<file path="src/rtl/gbe_rx_drain_master.sv">
// Wishbone master that drains packets from the GbE RX buffer onto a valid/ready stream.
// Polls the sizes register, reads each word, presents it, then releases the buffer.
module gbe_rx_drain_master #(
    parameter logic [31:0] BASE_ADDR     = 32'h0000_0000,
    parameter logic [15:0] POLL_INTERVAL = 16'd256,
    parameter logic [15:0] ACK_TIMEOUT   = 16'd1024,
    parameter logic [12:0] MAX_BYTES     = 13'd2048
) (
    input  logic        wb_clk_i,
    input  logic        wb_rst_i,
    output logic        wb_cyc_o,
    output logic        wb_stb_o,
    output logic        wb_we_o,
    output logic [31:0] wb_adr_o,
    output logic [31:0] wb_dat_o,
    output logic [3:0]  wb_sel_o,
    input  logic [31:0] wb_dat_i,
    input  logic        wb_ack_i,
    input  logic        wb_err_i,
    input  logic        enable,
    output logic [31:0] rx_data,
    output logic [3:0]  rx_keep,
    output logic        rx_valid,
    output logic        rx_last,
    input  logic        rx_ready,
    output logic [15:0] pkt_count,
    output logic        bus_error,
    output logic        oversize
);

    typedef enum logic [2:0] {
        S_IDLE,
        S_POLL,
        S_READ,
        S_OUT,
        S_CLEAR
    } state_t;

    state_t      r_state, w_state;
    logic [15:0] r_poll_cnt, w_poll_cnt;
    logic [15:0] r_to_cnt, w_to_cnt;
    logic        r_cyc, w_cyc;
    logic        r_we, w_we;
    logic [31:0] r_adr, w_adr;
    logic [31:0] r_dat, w_dat;
    logic [3:0]  r_sel, w_sel;
    logic [12:0] r_bytes, w_bytes;
    logic [13:0] r_words, w_words;
    logic [13:0] r_idx, w_idx;
    logic [31:0] r_rx_data, w_rx_data;
    logic [3:0]  r_rx_keep, w_rx_keep;
    logic        r_rx_valid, w_rx_valid;
    logic        r_rx_last, w_rx_last;
    logic [15:0] r_pkt_count, w_pkt_count;
    logic        r_bus_error, w_bus_error;
    logic        r_oversize, w_oversize;

    logic [12:0] w_size_raw;
    logic        w_over;
    logic [12:0] w_size_eff;
    logic [13:0] w_words_calc;
    logic        w_fail;
    logic        w_is_last;
    logic [3:0]  w_last_keep;
    logic [31:0] w_sizes_adr;
    logic [31:0] w_word_adr;

    assign w_size_raw   = wb_dat_i[12:0];
    assign w_over       = (w_size_raw > MAX_BYTES);
    assign w_size_eff   = w_over ? MAX_BYTES : w_size_raw;
    assign w_words_calc = ({1'b0, w_size_eff} + 14'd3) >> 2;
    assign w_sizes_adr  = BASE_ADDR + 32'h0000_0018;
    assign w_word_adr   = BASE_ADDR + 32'h0000_2000 + {16'd0, r_idx, 2'b00};
    assign w_is_last    = (r_idx == (r_words - 14'd1));

    // A timeout fires on the last cycle of the allowed window if no ack has arrived.
    assign w_fail = r_cyc & (wb_err_i | (~wb_ack_i & (r_to_cnt == (ACK_TIMEOUT - 16'd1))));

    always_comb begin
        unique case (r_bytes[1:0])
            2'd1:    w_last_keep = 4'b1000;
            2'd2:    w_last_keep = 4'b1100;
            2'd3:    w_last_keep = 4'b1110;
            default: w_last_keep = 4'b1111;
        endcase
    end

    always_comb begin
        w_state     = r_state;
        w_poll_cnt  = r_poll_cnt;
        w_to_cnt    = r_cyc ? (r_to_cnt + 16'd1) : 16'd0;
        w_cyc       = r_cyc;
        w_we        = r_we;
        w_adr       = r_adr;
        w_dat       = r_dat;
        w_sel       = r_sel;
        w_bytes     = r_bytes;
        w_words     = r_words;
        w_idx       = r_idx;
        w_rx_data   = r_rx_data;
        w_rx_keep   = r_rx_keep;
        w_rx_valid  = r_rx_valid;
        w_rx_last   = r_rx_last;
        w_pkt_count = r_pkt_count;
        w_bus_error = r_bus_error;
        w_oversize  = r_oversize;

        if (w_fail) begin
            w_cyc       = 1'b0;
            w_we        = 1'b0;
            w_bus_error = 1'b1;
            w_poll_cnt  = POLL_INTERVAL;
            w_state     = S_IDLE;
        end else begin
            case (r_state)
                S_IDLE: begin
                    if (enable) begin
                        if (r_poll_cnt == 16'd0) begin
                            w_state = S_POLL;
                        end else begin
                            w_poll_cnt = r_poll_cnt - 16'd1;
                        end
                    end
                end
                S_POLL: begin
                    if (!r_cyc) begin
                        w_cyc = 1'b1;
                        w_we  = 1'b0;
                        w_adr = w_sizes_adr;
                        w_dat = 32'd0;
                        w_sel = 4'hF;
                    end else if (wb_ack_i) begin
                        w_cyc = 1'b0;
                        if (w_size_raw == 13'd0) begin
                            w_poll_cnt = POLL_INTERVAL;
                            w_state    = S_IDLE;
                        end else begin
                            w_bytes = w_size_eff;
                            w_words = w_words_calc;
                            w_idx   = 14'd0;
                            if (w_over) begin
                                w_oversize = 1'b1;
                            end
                            w_state = S_READ;
                        end
                    end
                end
                S_READ: begin
                    if (!r_cyc) begin
                        w_cyc = 1'b1;
                        w_we  = 1'b0;
                        w_adr = w_word_adr;
                        w_dat = 32'd0;
                        w_sel = 4'hF;
                    end else if (wb_ack_i) begin
                        w_cyc      = 1'b0;
                        w_rx_data  = wb_dat_i;
                        w_rx_valid = 1'b1;
                        w_rx_last  = w_is_last;
                        w_rx_keep  = w_is_last ? w_last_keep : 4'hF;
                        w_state    = S_OUT;
                    end
                end
                S_OUT: begin
                    if (rx_ready) begin
                        w_rx_valid = 1'b0;
                        w_rx_last  = 1'b0;
                        if ((r_idx + 14'd1) == r_words) begin
                            w_state = S_CLEAR;
                        end else begin
                            w_idx   = r_idx + 14'd1;
                            w_state = S_READ;
                        end
                    end
                end
                S_CLEAR: begin
                    if (!r_cyc) begin
                        w_cyc = 1'b1;
                        w_we  = 1'b1;
                        w_adr = w_sizes_adr;
                        w_dat = 32'd0;
                        w_sel = 4'b0001;
                    end else if (wb_ack_i) begin
                        w_cyc       = 1'b0;
                        w_we        = 1'b0;
                        w_pkt_count = r_pkt_count + 16'd1;
                        w_poll_cnt  = POLL_INTERVAL;
                        w_state     = S_IDLE;
                    end
                end
                default: begin
                    w_state = S_IDLE;
                end
            endcase
        end
    end

    always_ff @(posedge wb_clk_i) begin
        if (wb_rst_i) begin
            r_state     <= S_IDLE;
            r_poll_cnt  <= POLL_INTERVAL;
            r_to_cnt    <= 16'd0;
            r_cyc       <= 1'b0;
            r_we        <= 1'b0;
            r_adr       <= 32'd0;
            r_dat       <= 32'd0;
            r_sel       <= 4'd0;
            r_bytes     <= 13'd0;
            r_words     <= 14'd0;
            r_idx       <= 14'd0;
            r_rx_data   <= 32'd0;
            r_rx_keep   <= 4'd0;
            r_rx_valid  <= 1'b0;
            r_rx_last   <= 1'b0;
            r_pkt_count <= 16'd0;
            r_bus_error <= 1'b0;
            r_oversize  <= 1'b0;
        end else begin
            r_state     <= w_state;
            r_poll_cnt  <= w_poll_cnt;
            r_to_cnt    <= w_to_cnt;
            r_cyc       <= w_cyc;
            r_we        <= w_we;
            r_adr       <= w_adr;
            r_dat       <= w_dat;
            r_sel       <= w_sel;
            r_bytes     <= w_bytes;
            r_words     <= w_words;
            r_idx       <= w_idx;
            r_rx_data   <= w_rx_data;
            r_rx_keep   <= w_rx_keep;
            r_rx_valid  <= w_rx_valid;
            r_rx_last   <= w_rx_last;
            r_pkt_count <= w_pkt_count;
            r_bus_error <= w_bus_error;
            r_oversize  <= w_oversize;
        end
    end

    assign wb_cyc_o  = r_cyc;
    assign wb_stb_o  = r_cyc;
    assign wb_we_o   = r_we;
    assign wb_adr_o  = r_adr;
    assign wb_dat_o  = r_dat;
    assign wb_sel_o  = r_sel;
    assign rx_data   = r_rx_data;
    assign rx_keep   = r_rx_keep;
    assign rx_valid  = r_rx_valid;
    assign rx_last   = r_rx_last;
    assign pkt_count = r_pkt_count;
    assign bus_error = r_bus_error;
    assign oversize  = r_oversize;

endmodule
</file>
<file path="config.mk">
export PLATFORM = sky130hd
export DESIGN_NAME = gbe_rx_drain_master
export DESIGN_NICKNAME = d
export VERILOG_FILES = /design/src/rtl/gbe_rx_drain_master.sv
export SDC_FILE = /design/constraint.sdc
export NUM_CORES = 1
export LEC_CHECK = 0
export ABC_AREA = 1
export BUFFER_PORTS_ARGS = -buffer_cell sky130_fd_sc_hd__buf_2
export CAP_MARGIN = 20
export CORE_AREA = 2 2 170 172
export DETAILED_ROUTE_END_ITERATION = 7
export DIE_AREA = 0 0 172 174
export PLACE_DENSITY = 0.42
export SYNTH_ARGS = -nofsm -noshare
export SYNTH_HDL_FRONTEND = slang
export SYNTH_SLANG_ARGS = --single-unit
export TNS_END_PERCENT = 20
</file>
<file path="constraint.sdc">
create_clock -name wb_clk_i -period 5.26 [get_ports wb_clk_i]
set_clock_uncertainty 0.2 [all_clocks]
set_input_delay 0.789 -clock wb_clk_i [delete_from_list [all_inputs] [get_ports wb_clk_i]]
set_output_delay 0.789 -clock wb_clk_i [all_outputs]
set_load 0.01 [all_outputs]
</file>
Yosys cells after proc, flatten, opt, wreduce, memory -nomap -nowiden
Index checks and enable logic that the tools add are counted.
{"block": "totals", "register_bits": 157, "latch_bits": 0, "ramBits": 0, "romBits": 0, "in_bits": 38, "output_inout_bits": 127, "wordCells": 132, "mem_count": 0}
{"block": "classes", "addsub": 7, "multipliers": 0, "div_mod_pow": 0, "magnitude_cmp": 1, "eq_ne": 28, "n_shift": 0, "mux": 48, "bitwise": 7, "reduce_logical": 24}
{"operator": "$mux 16", "n": 7}
{"operator": "$mux 14", "n": 5}
{"operator": "$mux 32", "n": 2}
{"operator": "$pmux 32 s2", "n": 1}
{"operator": "$pmux 16 s3", "n": 1}
{"operator": "$ne 2x2->1 const B", "n": 17}
{"operator": "$add 16x1->16 const B", "n": 2}
{"operator": "$mux 3", "n": 10}
{"operator": "$pmux 14 s2", "n": 1}
{"operator": "$add 14x16->17 const A", "n": 1}
{"operator": "$eq 16x10->1 const B", "n": 1}
{"operator": "$logic_not 16->1", "n": 1}
{"operator": "$reduce_and 4->1", "n": 4}
{"operator": "$sub 16x1->16 const B", "n": 1}
{"operator": "$pmux 3 s5", "n": 1}
{"operator": "$add 13x2->14 const B", "n": 1}
{"operator": "$add 14x1->14 const B", "n": 1}
{"operator": "$eq 14x12->1", "n": 1}
{"operator": "$eq 14x14->1", "n": 1}
{"operator": "$gt 13x12->1 const B", "n": 1}
{"operator": "$logic_not 13->1", "n": 1}
{"operator": "$mux 13", "n": 1}
{"operator": "$sub 12x1->13 const B", "n": 1}
{"operator": "$mux 4", "n": 3}
{"operator": "other kinds (25)", "n": 49}

Logic depth before layout (Yosys ltp)
Gate-level depths: netlist (run 1).
{"block": "depth", "depth_word": 6, "mapped_depth": 17, "mapped_depth_nobuf": 17}

Least setup slack after synthesis (run 1)
OpenSTA, ideal clock, no wires.
{"block": "synth_timing", "path_type": "input to register", "from": "input port wb_dat_i[2]", "to": "register r_words[7]", "setup_ps": 109, "arrival_time_ps": 2023, "required_time_ps": 4951, "path_slack_ps": 2928, "path_stages": 12, "path_buffers": 0, "path_cell_list": "inv_1 nand3_1 nor3_1 nand4_1 nand2_1 nand3_1 nor2_2 nand2_1 nand2_1 nand2_1 nand2_1 inv_1"}
{"block": "synth_between", "elab_chain_len": 3, "elab_cells_between_ends": 6, "classes_between": "1 x add/sub; 1 x order compare; 1 x mux; 1 x bitwise; 2 x reduce/logical"}
{"item": "start: declaration", "line": "17", "text": "input logic [31:0] wb_dat_i,"}
{"item": "$gt 13x12->1 / $logic_not 13->1 (equally long branches)", "line": "69, 134"}
{"item": "$mux 13 / $not 1->1 (equally long branches)"}
{"item": "$add 13x2->14 / $reduce_and 5->1 (equally long branches)"}
{"item": "end signal: assignment", "line": "228", "text": "r_words <= w_words;"}
{"item": "end: declaration", "line": "48", "text": "logic [13:0] r_words, w_words;"}
Several ways; a longest one is shown, not always the timed one.
A chain may end at the register's enable or synchronous reset.

Worst setup path after layout (run 1)
{"block": "layout_timing", "from": "register r_state[2]", "to": "register r_rx_valid (netlist: rx_valid)"}
{"block": "layout_between", "elab_chain_len": 3, "elab_cells_between_ends": 8, "classes_between": "5 x eq/ne; 1 x mux; 2 x reduce/logical"}
{"item": "start: declaration", "line": "39", "text": "state_t r_state, w_state;"}
{"item": "start signal: assignment", "line": "219", "text": "r_state <= w_state;"}
{"item": "$eq 3x2->1", "line": "115", "text": "case (r_state)"}
{"item": "$ne 2x2->1 (no line) / $reduce_bool 2->1 (equally long branches)"}
{"item": "$reduce_and 5->1 (no line)"}
{"item": "end signal: assignment", "line": "232", "text": "r_rx_valid <= w_rx_valid;"}
{"item": "end: declaration", "line": "52", "text": "logic r_rx_valid, w_rx_valid;"}
Several ways; a longest one is shown, not always the timed one.

==> results of run 1 <==
layout make-up:
cell class / count / share of cell area, %
clock inverters: 15 / 1.96
clock buffers: 17 / 4.85
well taps: 384 / 5.48
multi-input cells: 801 / 44.8
inverters: 104 / 4.47
repair buffers: 119 / 6.91
flip-flops and latches: 138 / 31.5
worst register-to-register path, delay by kind of cell (launching register included):
family | cells | cell delay, ns
and+or+nand+nor | 7 | 1.58
buffers and inverters | 3 | 0.63
DFF | 1 | 0.46
AOI/OAI and AO/OA | 1 | 0.06
cell usage after synthesis (2+ instances only):
library cell / instances
nor3_1: 20
inv_2: 4
dfxtp_1: 138
a21oi_1: 88
inv_1: 97
nand3b_1: 4
a211oi_1: 3
clkbuf_1: 16
nor4_1: 4
ha_1: 8
buf_6: 3
xor2_1: 31
and3_1: 2
xnor2_1: 10
nand3_2: 14
o21a_1: 4
nor2_4: 2
buf_2: 14
nor2_1: 174
o21ai_0: 69
nand2_1: 206
clkinv_1: 2
nand3_1: 55
buf_4: 55
nand2_2: 10
nand4_1: 19
nor2_2: 5
a22oi_1: 10
nor3b_1: 2
metrics by stage:
stage,utilization (%),instance area (µm²),instances,worst slack [ns],power [W]
global placement,28.9,8160,1545,1.86,0.00232
global route,31.0,8770,1578,1.87,0.00376
CTS,31.0,8760,1577,2.24,0.00356
finish,31.0,8770,1578,2.18,0.00352
floorplan,-,7660,1133,2.93,0.00210
detailed placement,28.9,8160,1545,1.86,0.00231
cell families after synthesis:
group                    count (synthesis)  synth area share, %
AND/OR/NAND/NOR                        523                 30.9
buffers and inverters                  194                 13.1
AO/OA/AOI/OAI                          180                 12.9
flip-flops                             138                 36.9
XOR/XNOR                                41                 4.80
adder cells (fa/ha/maj)                  8                 1.34
other                                    1               0.0501
state kept, by name (all words and copies together), names as in the netlist:
name,flops
r_words,12
r_idx,14
r_to_cnt,16
rx_keep,4
pkt_count,16
wb_we_o,1
r_bytes,2
r_poll_cnt,16
bus_error,1
wb_sel_o,2
rx_data,32
r_state,3
oversize,1
rx_last,1
rx_valid,1
wb_cyc_o,1
wb_adr_o,15
layer usage:
metal | vias to the layer above | wire [µm] | part of all wire (%) | GRT usage [%]
li1 | 3595 | - | - | -
met5 | - | 0 | 0 | 0
met4 | 0 | 217 | 1.0 | 3.33
met2 | 193 | 9230 | 44 | 22.3
met3 | 15 | 1220 | 5.8 | 3.87
met1 | 3058 | 10500 | 50 | 20.3
power by group through the flow:
stage / Clock, W / Sequential [W] / Combinational (W)
after CTS: 0.00127 / 0.00127 / 0.00102
after floorplan: 0 / 0.00126 / 0.000845
final: 0.00124 / 0.00127 / 0.00101
after detailed placement: 0 / 0.00129 / 0.00102
after global routing: 0.00131 / 0.00129 / 0.00116
after global placement: 0 / 0.00129 / 0.00102
cell usage in the layout (no fill, tap or decap), types with 3 or more instances in the layout:
master	netlist	routed
clkbuf_16	0	17
conb_1	1	49
dfxtp_1	138	138
nor2_2	5	5
o21ai_0	69	69
a211oi_1	3	3
nand2_1	206	206
clkinvlp_4	0	3
nor4_1	4	4
nand2_2	10	10
nand3b_1	4	4
buf_4	55	4
o21a_1	4	4
buf_2	14	115
a22oi_1	10	10
nand3_2	14	14
nand3_1	55	55
inv_2	4	5
inv_8	0	6
nand4_1	19	19
ha_1	8	8
inv_1	97	96
nor3_1	20	20
nor2_4	2	3
xor2_1	31	31
a21oi_1	88	88
xnor2_1	10	10
nor2_1	174	173
inv_6	0	4
path summary, 6_finish.rpt:
| path | from | end | cells past startpoint |
|---|---|---|---|
| worst min-delay path | bus_error | bus_error | 2 |
| worst max-delay path | r_state[2] | rx_valid | 11 |
| worst min register to register | bus_error | bus_error | 2 |
| worst max register to register | r_state[2] | rx_valid | 11 |
==> run_results.csv, run 1 <==
group,metric,value,unit
synth,yosysSeqAreaShare,36.9,%
timing,worst_slew_pin_slew,1.02,ns
synth,syn_avg_cell_area,6.89,µm²
cts,cts_tree,"yes",
global_route,grt_max_degree,67,
timing,slew_headroom,31.8,%
pwr,p_leak,3.98,nW
synth,yosys-top-cells-area,"dfxtp_1, nand2_1, nor2_1, a21oi_1, buf_4",
synth,syn_inst,1085,
timing,whs,0.247,ns
setup_path,cp-end-kind,"flop",
hold_path,hold_path_class,"reg2reg",
synth,yosys.area.top_type,"dfxtp_1",
pwr,clkPwrFrac,35.1,%
global_route,grt_pass1_vias,6547,
timing,fin_crit_sh,58.6,%
global_route,track_usage,14.5,%
floorplan,chipHeight,174,µm
synth,synth_enable_flop_cells,0,
placement,hpwlAfterDp,15.4,mm
setup_path,r2r_slack,2.18,ns
timing,finalSetupTns,0,ns
setup_path,cp_top_family,"simple AND/OR/NAND/NOR gates",
timing,fin_crit,3.08,ns
route,drc,0,
pwr,swShare,38.9,%
layout,area_growth,17.2,%
floorplan,rows,62,
setup_path,crit_arrival,3.14,ns
cts,clockBufferDepth,2,
layout,drive_gt1_share,16.1,%
placement,io_buffer_count,115,
cts,cts-root-buf,"clkbuf_16",
timing,fmax,0.325,GHz
layout,seqCellArea,2760,µm²
cts,cts_hold_buf,0,
global_route,grt-ovfl-total,0,
pwr,p_per_area,401,nW/µm²
floorplan,initial_core_util,26.5,%
setup_path,crit_path_start_kind,"flop",
synth,synth_cell_types,45,
cts,cts_setup_buffers,0,
setup_path,crit_fanout,15,
global_route,grt_pass1_wl,34.7,mm
route,dr.pass1.iters,5,
pwr,intPower,0.00215,W
global_route,antenna_found_initial,1,
floorplan,io_pins,165,
job,maxCapViolCount,0,
placement,place_congestion,0.832,
synth,ys_ff_latch,138,
setup_path,crit_chain,"inv_1 -> nand3_1 -> nand2_1 -> inv_2 -> nand2_1 -> nand2_1 -> nand3_1 -> inv_2 -> nand4_1 -> nand2_1 -> a21oi_1",
setup_path,crit_slowest_cell,"dfxtp_1",
setup_path,crit_required,5.32,ns
layout,diodes,0,
pwr,p_switching,0.00137,W
timing,grt_setup_unrepaired,"no",
timing,report.final.slew_viol_count,0,
cts,ctsResizeCount,0,
synth,synth_area,7480,µm²
pwr,p_seq_share,36.1,%
route,drtAntennaViolNets,0,
route,viasPerCell,4.35,
floorplan,core_area,28200,µm²
setup_path,path_common_cell,"nand2_1",
layout,nFillCells,3167,
route,wirelength,21.2,mm
synth,yosysWarningCount,0,
route,wl_per_cell,13.4,µm
pwr,irDropWorstVdd,156,µV
route,drt_iter0_markers,303,
floorplan,die-area,29900,µm²
layout,finalNetCount,1227,
setup_path,slowest_delay,0.46,ns
run_status,status,"complete, no violations",
synth,netlist.area_leader.share,36.9,%
cts,clkSinkCount,138,
timing,setup_violations,0,
cts,clk_latency,0.42,ns
cts,ctsHtreeMaxLevel,4,
pwr,p_comb_share,28.8,%
cts,clkTransAtPathRegs,0.07,ns
synth,synth-async-reset-ratio,0,%
synth,synth-main-ff-cell,"dfxtp_1",
cts,numCtsBuffers,17,
setup_path,critPathKind,"reg2reg",
layout,multi_input_area,3930,µm²
setup_path,crit_buf_inv,3,
floorplan,dieWidth,172,µm
route,num_vias,6861,
timing,finalHoldViolCount,0,
Note: power is estimated with default switching activity, not from simulation.
==> inputs of run 2 (changes only) <==
Settings changed: ABC_AREA 1 to 0, CORE_AREA 2 2 170 172 to 2 2 169 171, DIE_AREA 0 0 172 174 to 0 0 171 173.
Clock period 5.26 ns to 2.9 ns, I/O delays scaled along.
==> run_results.csv, run 2 <==
group,metric,value,unit
run_status,status,"complete, no violations",
synth,synth_cell_types,70,
floorplan,initial_core_util,26.8,%
layout,final_cell_area,9130,µm²
route,drt_iter0_markers,282,
setup_path,crit_chain,"ha_1 -> and4_1 -> a21boi_1 -> or4b_1 -> a31oi_1 -> buf_4 -> nand4_2 -> and3_4 -> buf_4 -> o211ai_1",
layout,drive_gt1_share,21.9,%
layout,largest_reg_flops,32,
synth,yosys-top-cells-area,"dfxtp_1, nor2_1, nand2_1, buf_4, xor2_1",
floorplan,core_area,27600,µm²
synth,syn_inst,933,
synth,syn_avg_cell_area,7.93,µm²
route,num_vias,6602,
timing,fin_crit_sh,92.8,%
setup_path,crit_path_start_kind,"flop",
setup_path,crit_arrival,2.85,ns
synth,synth_top_family_by_area,"simple AND/OR/NAND/NOR gates",
layout,finalNetCount,1115,
global_route,antenna_found_initial,0,
timing,worst_slew_pin_slew,0.665,ns
global_route,grt_pass1_vias,6362,
placement,placed_cell_area,8530,µm²
global_route,grt_pass1_wl,34.2,mm
floorplan,die-area,29600,µm²
route,viasPerCell,4.52,
synth,synth_enable_flop_cells,0,
hold_path,hold_path_class,"in2reg",
route,drtAntennaViolNets,0,
cts,ctsHtreeMaxLevel,4,
synth,yosys.area.top_type,"dfxtp_1",
route,wl_per_cell,14.4,µm
timing,finalHoldViolCount,0,
synth,synth-adder-area-share,1.35,%
layout,stdcell_count,1461,
setup_path,crit_fanout,8,
synth,yosysWarningCount,0,
placement,io_buffer_count,115,
cts,cts-root-buf,"clkbuf_16",
cts,cts_hold_buf,0,
layout,mostFrequentLayoutCell,"dfxtp_1",
synth,muxShareOfSynthArea,0.423,%
timing,grt_setup_unrepaired,"no",
synth,ys_ff_latch,138,
pwr,irDropWorstVdd,370,µV
synth,yosysMostFrequentCell,"dfxtp_1",
cts,numCtsBuffers,17,
route,drc,0,
layout,area_growth,23.4,%
global_route,grt_max_degree,52,
cts,cts_tree,"yes",
setup_path,crit_buf_inv,2,
timing,whs,0.0324,ns
setup_path,slowest_delay,0.46,ns
placement,hpwlAfterDp,15.5,mm
floorplan,io_pins,165,
timing,worst_slack,0.208,ns
synth,yosysSeqAreaShare,37.4,%
synth,synth-compound-area-share,14.2,%
floorplan,rows,61,
setup_path,critPathKind,"reg2reg",
floorplan,chipHeight,173,µm
timing,fmax,0.371,GHz
synth,synth_area,7390,µm²
cts,clk_latency,0.43,ns
setup_path,path_common_cell,"buf_4",
cts,clockBufferDepth,2,
synth,synth-async-reset-ratio,0,%
pwr,p_leak,3.61,nW
cts,clkSinkCount,138,
timing,setup_violations,0,
job,maxCapViolCount,0,
pwr,p_per_area,540,nW/µm²
global_route,track_usage,14.5,%
synth,netlist.area_leader.share,37.4,%
synth,synth-main-ff-cell,"dfxtp_1",
setup_path,crit_required,3.06,ns
setup_path,cp-end-kind,"flop",
route,wirelength,21.1,mm
timing,fin_crit,2.69,ns
cts,clkTransAtPathRegs,0.07,ns
route,dr.pass1.iters,4,
floorplan,dieWidth,171,µm
cts,cts_setup_buffers,0,
setup_path,cp_top_family,"simple AND/OR/NAND/NOR gates",
setup_path,crit_slowest_cell,"or4b_1",
timing,report.final.slew_viol_count,0,
placement,place_congestion,0.796,
timing,slew_headroom,55.5,%
cts,ctsResizeCount,0,
layout,final_cell_mix,"dfxtp_1, nor2_1, buf_2",
synth,synthSimpleGateAreaFrac,28.1,%
global_route,grt-ovfl-total,0,
synth,yosys-top-cells-count,"dfxtp_1, nor2_1, nand2_1, a21oi_1, buf_4",
placement,dp_worst_setup_slack,0.0641,ns
placement,dpl.cell_count,1428,
synth,synth-xor-area-share,8.53,%
-- run 2: changes by cell type after synthesis, moves of 10 or more --
cell	previous run	this run
or3_1	0	12
nor3_1	20	32
nand2_1	206	107
nor2_1	174	121
o21ai_0	69	9
clkbuf_1	16	40
nand2_2	10	0
nand3_1	55	33
inv_1	97	19
nand2b_1	0	21
xnor2_1	10	34
nand3_2	14	1
a21oi_1	88	63
-- run 2: worst reg2reg max path, stage by stage (launching register included) --
cell and delay, ns:
dfxtp_1 0.35, ha_1 0.21, and4_1 0.26, a21boi_1 0.09, or4b_1 0.46, a31oi_1 0.23, buf_4 0.17, nand4_2 0.11
and3_4 0.22, buf_4 0.17, o211ai_1 0.16
-- run 2: kinds of logic after synthesis --
logic type / count (synthesis)
other: 1
DFF: 138
adders and majority gates: 8
xor gates and xnor gates: 72
buffers and inverters: 136
muxes: 3
AOI/OAI and AO/OA: 161
and+or+nand+nor: 414
-- run 2: cell type report --
cell class	instances	area (µm²)
fill	3012	18500
clock inverter	13	133
inverter	20	75.1
sequential	138	2760
antenna	1	2.50
tap	378	473
timing repair buffer	185	1140
clock buffer	19	453
multi-input combinational	707	4090
-- run 2: routing by layer --
layer	GRT usage (%)	share of wire, %	vias to the layer above
met5	0	0	-
met4	4.17	1.1	0
met3	4.12	5.1	12
met2	22.6	46	135
met1	19.6	48	3051
li1	-	-	3404
-- run 2: final timing paths --
| path | startpoint | cells after the start | endpoint | slack [ns] |
|---|---|---|---|---|
| max | r_idx[1] | 10 | r_idx[3] | 0.21 |
| min | wb_dat_i[30] | 3 | rx_data[30] | 0.03 |
| max reg2reg | r_idx[1] | 10 | r_idx[3] | 0.21 |
| min reg2reg | wb_sel_o[0] | 2 | wb_sel_o[0] | 0.25 |
-- run 2: report_power, final --
group,switching (W),leakage [nW],internal [W],total (W)
combinational,0.000401,2.21,0.000288,0.000689
sequential,0.0000824,1.11,0.00197,0.00205
clock,0.000942,0.281,0.00125,0.00219
total,0.00143,3.61,0.00351,0.00493
-- run 2: metrics by stage --
step | total power, W | util [%] | TNS (ns)
finish | 0.00493 | 33.0 | 0
global route | 0.00520 | 33.0 | 0
CTS | 0.00503 | 33.0 | 0
detailed placement | 0.00279 | 30.9 | 0
global placement | 0.00279 | 30.9 | -0.0971
floorplan | 0.00260 | - | 0
==> inputs of run 3 (changes only) <==
Settings changed: GPL_TIMING_DRIVEN set to 0.
==> run_results.csv, run 3 (same netlist as run 2, synthesis figures left out) <==
group,metric,value,unit
run_status,status,"complete, no violations",
cts,ctsHtreeMaxLevel,4,
layout,drive_gt1_share,23.8,%
setup_path,crit_path_start_kind,"flop",
hold_path,whs_path_depth,3,
setup_path,crit_slowest_cell,"or3_4",
setup_path,path_common_cell,"buf_6",
setup_path,startpoint,"r_idx[0]",
pwr,irDropWorstVdd,410,µV
placement,dp_worst_setup_slack,-0.511,ns
layout,diodes,0,
timing,fmax,0.354,GHz
timing,finalHoldViolCount,0,
route,dr.pass1.iters,6,
floorplan,core_area,27600,µm²
floorplan,io_pins,165,
setup_path,r2r_slack,0.08,ns
placement,placed_cell_area,8620,µm²
setup_path,r2r_cells,10,
floorplan,initial_core_util,26.8,%
global_route,grt_max_degree,17,
cts,clockBufferDepth,2,
cts,numCtsBuffers,17,
global_route,grt_pass1_wl,35.8,mm
layout,final_cell_mix,"dfxtp_1, buf_2, nor2_1",
setup_path,r2r_end,"r_idx[13]",
setup_path,crit_chain,"ha_2 -> buf_6 -> nand4_1 -> or3_4 -> xor2_1 -> nor4_4 -> nand4_2 -> buf_6 -> a31oi_1 -> o21ai_1",
layout,finalNetCount,1171,
timing,worst_slack,0.0767,ns
timing,fin_crit,2.82,ns
hold_path,whs_endpoint,"rx_data[28]",
layout,final_cell_area,9490,µm²
hold_path,hold_path_class,"in2reg",
cts,cts_tree,"yes",
setup_path,worst_r2r_startpoint,"r_idx[0]",
setup_path,crit_arrival,2.94,ns
route,wirelength,22.7,mm
global_route,grt_pass1_vias,6511,
route,wl_per_cell,15.0,µm
floorplan,dieWidth,171,µm
route,viasPerCell,4.61,
route,num_vias,6984,
global_route,track_usage,15.3,%
cts,cts-root-buf,"clkbuf_16",
placement,place_congestion,0.861,
setup_path,slowest_delay,0.41,ns
job,maxCapViolCount,0,
layout,mostFrequentLayoutCell,"dfxtp_1",
global_route,grt-ovfl-total,0,
route,drtAntennaViolNets,0,
timing,fin_crit_sh,97.4,%
layout,largest_reg_flops,32,
cts,clkSinkCount,138,
timing,report.final.slew_viol_count,0,
timing,slew_headroom,49.0,%
pwr,p_per_area,534,nW/µm²
placement,hpwlAfterDp,16.8,mm
layout,area_growth,28.4,%
global_route,antenna_found_initial,0,
hold_path,worstHoldStart,"wb_dat_i[28]",
floorplan,die-area,29600,µm²
floorplan,chipHeight,173,µm
setup_path,cp-end-kind,"flop",
setup_path,crit_required,3.01,ns
cts,clkTransAtPathRegs,0.07,ns
setup_path,critPathKind,"reg2reg",
timing,worst_slew_pin_slew,0.766,ns
setup_path,crit_fanout,10,
route,drt_iter0_markers,389,
cts,cts_hold_buf,0,
placement,io_buffer_count,114,
cts,clk_latency,0.43,ns
route,drc,0,
timing,setup_violations,0,
floorplan,rows,61,
pwr,p_leak,3.83,nW
[run 3: report_power, final]
part / switching (W) / internal [W] / total, W
Clock: 0.000999 / 0.00131 / 0.00231
Sequential: 0.0000787 / 0.00197 / 0.00205
Combinational: 0.000422 / 0.000292 / 0.000714
Total: 0.00150 / 0.00357 / 0.00507
[run 3: critical path: cells and delay by family (launching register included)]
kind                     cells  cell delay, ns
AO/OA/AOI/OAI                2            0.30
XOR/XNOR                     1            0.17
adder cells (fa/ha/maj)      1            0.20
buffers and inverters        2            0.33
flip-flops                   1            0.35
AND/OR/NAND/NOR              4            1.14
[run 3: per-stage QoR]
step	TNS [ns]	total power [W]	util (%)	hold WS, ns	instances
4_1_cts	0	0.00513	33.6	0.0132	1505
3_3_place_gp	-24.35	0.00279	31.2	0.239	1473
2_1_floorplan	0	0.00260	-	0.230	981
5_1_grt	-0.105	0.00531	34.4	0.0265	1516
6_report	0	0.00507	34.4	0.0309	1516
3_5_place_dp	-23.51	0.00279	31.2	0.246	1473
[run 3: how the worst max path moves through the flow]
| stage | endpoint | cells after the start |
|---|---|---|
| 2_1_floorplan | r_idx[4] | 9 |
| 3_3_place_gp | r_poll_cnt[11] | 10 |
| 5_1_grt | r_state[2] | 10 |
| 6_report | r_idx[13] | 10 |
| 4_1_cts | r_idx[8] | 9 |
| 3_5_place_dp | r_poll_cnt[3] | 10 |
[run 3: timing repair]
action / CTS / global route
buffers inserted: 1 / 13
gates resized for setup: 19 / 22
setup endpoints to repair: 80 / 75
cloned: 0 / 0
pin swaps: 3 / 6
[run 3: area by class of cell]
class | count | area [µm²]
fill | 3032 | 18100
multi-input combinational | 707 | 4200
sequential | 138 | 2760
timing repair buffer | 128 | 688
buffer | 113 | 683
tap | 378 | 473
clock buffer | 18 | 429
clock inverter | 14 | 175
inverter | 20 | 75.1
[run 3: routing by layer]
layer | vias to the layer above | wire (µm) | track usage (%)
met5 | - | 0 | 0
met4 | 0 | 283 | 4.03
met2 | 183 | 10800 | 25.4
met3 | 16 | 1170 | 3.87
li1 | 3511 | - | -
met1 | 3274 | 10400 | 19.8
